==> config.mk <==
export PLATFORM = sky130hd
export DESIGN_NAME = button_event_collector_flat
export DESIGN_NICKNAME = d
export VERILOG_FILES = /design/src/rtl/button_event_collector_if.sv /design/src/rtl/button_event_collector.sv /design/src/flat_wrapper.sv
export SDC_FILE = /design/constraint.sdc
export NUM_CORES = 1
export LEC_CHECK = 0
export CAP_MARGIN = 10
export CORE_ASPECT_RATIO = 0.6
export CORE_MARGIN = 2
export CORE_UTILIZATION = 35
export CTS_BUF_LIST = sky130_fd_sc_hd__clkbuf_4
export CTS_CLUSTER_SIZE = 25
export DETAILED_ROUTE_END_ITERATION = 12
export DONT_BUFFER_PORTS = 1
export PLACE_DENSITY = 0.48
export RECOVER_POWER = 100
export SKIP_LAST_GASP = 1
export SLEW_MARGIN = 20
export SYNTH_ARGS = -nofsm -noshare
export SYNTH_HDL_FRONTEND = slang
export SYNTH_SLANG_ARGS = --single-unit
==> constraint.sdc <==
create_clock -name clock -period 3.6 [get_ports clock]
set_clock_uncertainty 0.1 [all_clocks]
set_input_delay 0.36 -clock clock [delete_from_list [all_inputs] [get_ports clock]]
set_output_delay 0.36 -clock clock [all_outputs]
set_load 0.01 [all_outputs]
==> src/rtl/button_event_collector_if.sv <==
// button_event_collector_if: valid/ready event stream from the collector to the processor
interface button_event_collector_if #(
    parameter int IDXW = 2
);
    logic            event_valid;
    logic [IDXW-1:0] event_code;
    logic            event_ready;
    modport master (output event_valid, event_code, input event_ready);
    modport slave (input event_valid, event_code, output event_ready);
endinterface

==> src/rtl/button_event_collector.sv <==
// button_event_collector: arms debounce units, captures press edges, queues button indices in a FIFO
module button_event_collector #(
    parameter int NUM_BUTTONS = 4,
    parameter int FIFO_DEPTH  = 4
) (
    input  logic                          clock,
    input  logic                          reset_n,
    input  logic [NUM_BUTTONS-1:0]        debounce,
    output logic [NUM_BUTTONS-1:0]        acknowledge,
    button_event_collector_if.master      evt,
    output logic [$clog2(FIFO_DEPTH):0]   fifo_count,
    output logic [7:0]                    press_total
);
    localparam int IDXW = NUM_BUTTONS > 1 ? $clog2(NUM_BUTTONS) : 1;
    localparam int PW   = $clog2(FIFO_DEPTH);
    localparam int CW   = PW + 1;

    typedef enum logic [1:0] {ARMED, PENDING, BUSY} state_t;

    state_t                 state    [NUM_BUTTONS];
    state_t                 state_nx [NUM_BUTTONS];
    logic [NUM_BUTTONS-1:0] debounce_q;
    logic [NUM_BUTTONS-1:0] rise;
    logic [IDXW-1:0]        mem [FIFO_DEPTH];
    logic [PW-1:0]          rd_ptr;
    logic [PW-1:0]          wr_ptr;
    logic [CW-1:0]          count_nx;
    logic [IDXW-1:0]        gnt_idx;
    logic                   gnt_any;
    logic                   push;
    logic                   pop;
    logic                   full;

    assign rise            = debounce & ~debounce_q;
    assign full            = fifo_count == CW'(FIFO_DEPTH);
    assign pop             = evt.event_valid & evt.event_ready;
    // a pop in the same cycle frees the slot, so a full FIFO can still accept
    assign push            = gnt_any & (~full | pop);
    assign count_nx        = fifo_count + CW'(push) - CW'(pop);
    assign evt.event_valid = fifo_count != '0;
    assign evt.event_code  = mem[rd_ptr];

    always_comb begin
        gnt_any = 1'b0;
        gnt_idx = '0;
        for (int i = NUM_BUTTONS - 1; i >= 0; i--)
            if (state[i] == PENDING) begin
                gnt_any = 1'b1;
                gnt_idx = IDXW'(i);
            end
    end

    always_comb begin
        state_nx = state;
        for (int i = 0; i < NUM_BUTTONS; i++)
            state_nx[i] = state[i] == ARMED   ? (rise[i] ? PENDING : ARMED) :
                          state[i] == PENDING ? ((push && gnt_idx == IDXW'(i)) ? BUSY : PENDING) :
                          (debounce[i] ? BUSY : ARMED);
    end

    always_ff @(posedge clock or negedge reset_n) begin
        if (!reset_n) begin
            debounce_q  <= '0;
            acknowledge <= '1;
            fifo_count  <= '0;
            press_total <= '0;
            rd_ptr      <= '0;
            wr_ptr      <= '0;
            for (int i = 0; i < NUM_BUTTONS; i++) state[i] <= ARMED;
            for (int i = 0; i < FIFO_DEPTH; i++) mem[i] <= '0;
        end else begin
            debounce_q <= debounce;
            state      <= state_nx;
            fifo_count <= count_nx;
            for (int i = 0; i < NUM_BUTTONS; i++)
                acknowledge[i] <= (state[i] == ARMED) && (count_nx < CW'(FIFO_DEPTH));
            if (push) begin
                mem[wr_ptr] <= gnt_idx;
                wr_ptr      <= wr_ptr + PW'(1);
            end
            if (pop) rd_ptr <= rd_ptr + PW'(1);
            if (push && press_total != 8'hFF) press_total <= press_total + 8'd1;
        end
    end
endmodule
==> src/flat_wrapper.sv <==
// flat-port wrapper written by rule: the top's interface ports become plain ports
module button_event_collector_flat 
#(
    parameter int NUM_BUTTONS = 4,
    parameter int FIFO_DEPTH  = 4
)
  (clock, reset_n, debounce, acknowledge, fifo_count, press_total, evt_event_valid, evt_event_code, evt_event_ready);
  button_event_collector_if evt_i ();
  input  logic clock;
  input  logic reset_n;
  input  logic [NUM_BUTTONS-1:0] debounce;
  output logic [NUM_BUTTONS-1:0] acknowledge;
  output logic [$clog2(FIFO_DEPTH):0] fifo_count;
  output logic [7:0] press_total;
  output wire logic [$bits(evt_i.event_valid)-1:0] evt_event_valid;
  output wire logic [$bits(evt_i.event_code)-1:0] evt_event_code;
  input wire logic [$bits(evt_i.event_ready)-1:0] evt_event_ready;
  assign evt_event_valid = evt_i.event_valid;
  assign evt_event_code = evt_i.event_code;
  assign evt_i.event_ready = evt_event_ready;
  button_event_collector #(.NUM_BUTTONS(NUM_BUTTONS), .FIFO_DEPTH(FIFO_DEPTH)) u_core (.clock(clock), .reset_n(reset_n), .debounce(debounce), .acknowledge(acknowledge), .evt(evt_i), .fifo_count(fifo_count), .press_total(press_total));
endmodule
After elaboration in Yosys (flattened, before gate mapping)
Index checks and enable logic that the tools add are counted.

operators by class
  $add $sub $neg = 5
  $lt $le $gt $ge = 4
  equality and inequality tests = 9
  multiplexer cells = 34
  bitwise gates (word level) = 8
  reduce and logical (&&, ||, !) cells = 16

operators by type and width
  operator                                                               count
  2-bit 2-to-1 mux                                                       23
  2-bit by 1-bit == test with 1-bit output (second input constant)       5
  1-bit logical AND                                                      10
  2-bit zero test                                                        5
  8-bit by 1-bit adder with 8-bit output (second input constant)         1
  8-bit bitwise mux                                                      1
  1-bit 2-to-1 mux                                                       8
  8-bit inequality test (second input constant)                          1
  3-bit >= comparator (second input constant)                            2
  2-bit inverter with 3-bit output                                       2
  2-bit by 1-bit adder with 2-bit output (second input constant)         2
  4-bit bitwise AND                                                      1
  2-bit binary-select mux with 2-bit select                              1
  2-bit demux with 2-bit select                                          1
  2-bit == test (second input constant)                                  2
  4-bit inverter                                                         1
  3-bit by 1-bit adder with 3-bit output                                 1
  3-bit == test (second input constant)                                  1
  3-bit by 1-bit < comparator with 1-bit output (second input constant)  1
  3-bit < comparator (second input constant)                             1
  3-bit nonzero test                                                     1
  3-bit by 1-bit subtractor with 3-bit output                            1
  1-bit bitwise AND                                                      2
  1-bit inverter                                                         1
  1-bit OR                                                               1

word-level totals
  register bits = 39
  input bits = 7
  output and inout port bits = 18
  word-level logic and storage cells = 90

Longest topological paths before layout
  word-level depth = 10
  gate-level depth with buffers = 10
  mapped depth without buffers = 10

Worst setup path before layout
OpenSTA, ideal clock, no wires.

  path type = register -> register
  from = register u_core.fifo_count[1]
  to = register u_core.acknowledge[0]
  arrival = 2.550 ns
  data required time = 3.410 ns
  path slack = 0.861 ns
  cell stages (with the launch flop) = 11
  path buffers = 0
  period minus slack after synthesis = 2.739 ns
  cell sequence = dfrtp_1 -> or3_2 -> and2_1 -> ha_1 -> inv_1 -> ha_1 -> inv_1 -> fa_1 -> xnor2_1 -> xnor2_1 -> nor3_1

between the ends
  cells in the longest elaborated chain, start to end = 8

ends and longest elaborated chain
  what                                             RTL line                      RTL
  from (decl)                                      button_event_collector.sv:11  output logic [$clog2(FIFO_DEPTH):0] fifo_count,
  from (signal assigned)                           button_event_collector.sv:74  fifo_count <= count_nx;
  3-bit nonzero test (*)                           button_event_collector.sv:40  assign evt.event_valid = fifo_count != '0;
  via evt_event_valid                              flat_wrapper.sv:15            output wire logic [$bits(evt_i.event_valid)-1:0] evt_event_valid;
  1-bit bitwise AND (*)                            button_event_collector.sv:36  assign pop = evt.event_valid & evt.event_ready;
  via u_core.pop                                   button_event_collector.sv:31  logic pop;
  1-bit OR                                         button_event_collector.sv:38  assign push = gnt_any & (~full | pop);
  1-bit bitwise AND                                button_event_collector.sv:38
  3-bit by 1-bit adder with 3-bit output           button_event_collector.sv:39  assign count_nx = fifo_count + CW'(push) - CW'(pop);
  3-bit by 1-bit subtractor with 3-bit output (*)  button_event_collector.sv:39
  via u_core.count_nx[2]                           button_event_collector.sv:27  logic [CW-1:0] count_nx;
  3-bit < comparator (*)                           button_event_collector.sv:76  acknowledge[i] <= (state[i] == ARMED) && (count_nx < CW'(FIFO_DEPTH));
  1-bit logical AND (*)                            button_event_collector.sv:76
  to (signal, indexed assignment)                  button_event_collector.sv:76
  to (decl)                                        button_event_collector.sv:9   output logic [NUM_BUTTONS-1:0] acknowledge,

The timed path passes the listed nets; every way through them passes the cells marked *.
A chain may end at the register's enable or synchronous reset.

Worst setup path in the final report
  from = register u_core.fifo_count[1]
  to = register u_core.acknowledge[2]

The elaborated chain is that of the path after synthesis.

==> impl_metrics.tcl <==
set metrics [dict create \
    status "finished with violations" \
    violations "capacitance limit, slew limit" \
    fin_area_um2 1961 \
    finalCritPeriodShare 0.8566 \
    synth_top_area_frac 0.4838 \
    finish.utilization 0.3898 \
    max_freq_mhz 324.3 \
    coreArea_um2 5030 \
    ys_ff_latch 39 \
    final-hold-violation-count 0 \
    synth_top_area_cell "dfrtp_1" \
    final_layout_size_suffix_gt1_frac 0.1603 \
    synth_area_leaders "dfrtp_1 (48%), dfstp_2 (5.8%), ha_1 (4.8%)" \
    clockBufferDepth 2 \
    whs_path_depth 2 \
    grt_pass1_vias 1114 \
    required_ns 3.77 \
    grt-ovfl-total 0 \
    rsz0062_at_grt "false" \
    power.leakage_nw 0.8516 \
    insertion_delay_ns 0.35 \
    hpwl_mm 2.365 \
    place_area_um2 1873 \
    areaGrowthSynthToFinish_pct 8.293 \
    setup_viol 0 \
    post_cts_buffers 0 \
    synthFlopType "dfrtp_1" \
    ir_drop_mv 0.3120 \
    vias 1106 \
    criticalPathCategory "flip-flop to flip-flop" \
    reg2regPathDepth 10 \
    worstPathMaxFanout 5 \
    crit_path_top_delay_cell "or3_2" \
    start_kind "flip-flop" \
    reg2reg_slack_ns 0.52 \
    finalNetCount 170 \
    synth_edf_count 0 \
    slew_headroom -0.3516 \
    portBuffers 0 \
    grt_pass1_wl_mm 5.637 \
    drt.antenna.violating_nets 0 \
    place_congestion 0.7201 \
    grt_max_degree 40 \
    cp_cell_sequence "or3_2, and2_0, ha_1, inv_1, ha_1, inv_1, fa_1, xnor2_1, xnor2_1, nor3_1" \
    holdCritPathClass "primary input to flip-flop" \
    chipWidth_um 96.85 \
    ctsHtreeMaxLevel 2 \
    drv_cap 1 \
    slowest_delay_ns 0.57 \
    ys_seq_area_frac 0.5418 \
    wirelength_mm 3.275 \
    drt-pass1-iter-count 4 \
    post_drt_wl_per_cell_um 14.75 \
    yosysWarnings 0 \
    netlist_area_um2 1810 \
    powerDensity_nw_per_um2 903.6 \
    cts_buffers 5 \
    yosysMostFrequentCell "dfrtp_1" \
    cts.sinks 39 \
    synth_top_cells_by_count "dfrtp_1 (35), nand2_1 (10), inv_1 (9), ha_1 (7)" \
    end_kind "flip-flop" \
    via_per_inst 4.982 \
    drt_iter0_drc 62 \
    rows 20 \
    clockRootBuffer "clkbuf_4" \
    clk_pin_slew_ns 0.12 \
    finalMaxSlewViolations 40 \
    die-area_um2 5783 \
    syn_nets 156 \
    io_pins 25 \
    chipHeight_um 59.71 \
    crit_arrival_ns 3.26 \
    synthCells 141 \
    yosysUniqueCellTypes 36 \
    start_util 0.3600 \
    n_antenna_cell 0 \
    grt_usage 0.1288 \
    async_reset_ff_frac 1.000 \
    cts_tree "yes" \
    finalCriticalPeriod_ns 3.084 \
    antenna_found_initial 0 \
    cts_resized 0 \
    tightest_slew_ns 2.027 \
    fin_setup_tns_ns 0 \
    post-route-drc-count 0 \
    avgSynthCellArea_um2 12.84 \
]
==> cell families (layout without fill, tap and decap cells) <==
kind of cell / after synthesis / count (layout) / synth area share
AOI/OAI and AO/OA: 18 / 18 / 0.06773
muxes: 14 / 14 / 0.1078
buffers and inverters: 11 / 26 / 0.03317
xor gates and xnor gates: 8 / 8 / 0.03870
DFF: 39 / 39 / 0.5418
adders and majority gates: 8 / 8 / 0.05943
and+or+nand+nor: 43 / 43 / 0.1514
==> registers in the layout, indices dropped and copies added, names as in the netlist <==
signal	cells
u_core.mem	8
u_core.press_total	8
u_core.state	8
u_core.acknowledge	4
u_core.debounce_q	4
u_core.fifo_count	3
u_core.rd_ptr	2
u_core.wr_ptr	2
==> final cells by class <==
type                       instances  area [um2]
sequential                        39       980.9
clock inverter                     2       12.51
tap                               66       82.58
inverter                          10       40.04
timing repair buffer               8       73.82
clock buffer                       6       45.04
fill                             483        3069
multi-input combinational         91       725.7
==> worst max-delay path: cells and delay by family, from the launching register on <==
family	cells	cell delay [ns]
AND/OR/NAND/NOR	3	0.91
buffers and inverters	2	0.11
XOR/XNOR	2	0.57
flip-flops	1	0.52
adder cells (fa/ha/maj)	3	0.81
==> metal layers <==
| layer | up-vias | global-route usage | wire length [um] |
|---|---|---|---|
| li1 | 522 | - | - |
| met1 | 561 | 0.1690 | 1647 |
| met2 | 18 | 0.1964 | 1452 |
| met3 | 5 | 0.03977 | 118 |
| met4 | 0 | 0.06640 | 57 |
| met5 | - | 0 | 0 |
==> power breakdown <==
part | switching [mW] | internal (mW) | total, mW
Combinational | 0.371 | 0.323 | 0.694
Sequential | 0.217 | 0.634 | 0.851
Clock | 0.144 | 0.0829 | 0.227
Total | 0.731 | 1.04 | 1.77
==> final timing paths <==
check	start	to
min in group asynchronous	reset_n	u_core.state[4]
min reg2reg	u_core.state[2]	u_core.acknowledge[2]
min	debounce[2]	u_core.state[3]
max reg2reg	u_core.fifo_count[1]	u_core.acknowledge[2]
max in group asynchronous	reset_n	u_core.mem[2]
max	u_core.fifo_count[1]	u_core.acknowledge[2]
==> cells in the final DEF (no fill, tap or decap), drive strengths merged, types with 4 or more instances in the layout <==
master | Yosys | final
nor3 | 5 | 5
a21oi | 6 | 6
nor2 | 6 | 6
mux2 | 12 | 12
inv | 10 | 10
o21ai | 6 | 6
dlygate4sd3 | 0 | 7
xnor2 | 4 | 4
nand2b | 5 | 5
nand2 | 13 | 13
clkbuf | 0 | 7
xor2 | 4 | 4
ha | 7 | 7
dfrtp | 35 | 35
dfstp | 4 | 4
==> per-stage QoR <==
stage	hold WS [ns]	cells	total power [mW]	worst slack [ns]
after global routing	0.03279	222	1.928	0.3505
after floorplan	-0.03559	141	1.471	0.8606
after CTS	0.005336	220	1.865	0.5248
after detailed placement	-0.03437	206	1.617	0.5209
after global placement	-0.03450	206	1.586	0.6523
final	0.03442	222	1.772	0.5162
==> repair_timing <==
item,CTS,global route
endpoints found under the hold margin,43,2
endpoints found under the setup margin,0,0
hold buffers,6,2
No activity file was read; power rests on OpenSTA's default activity.
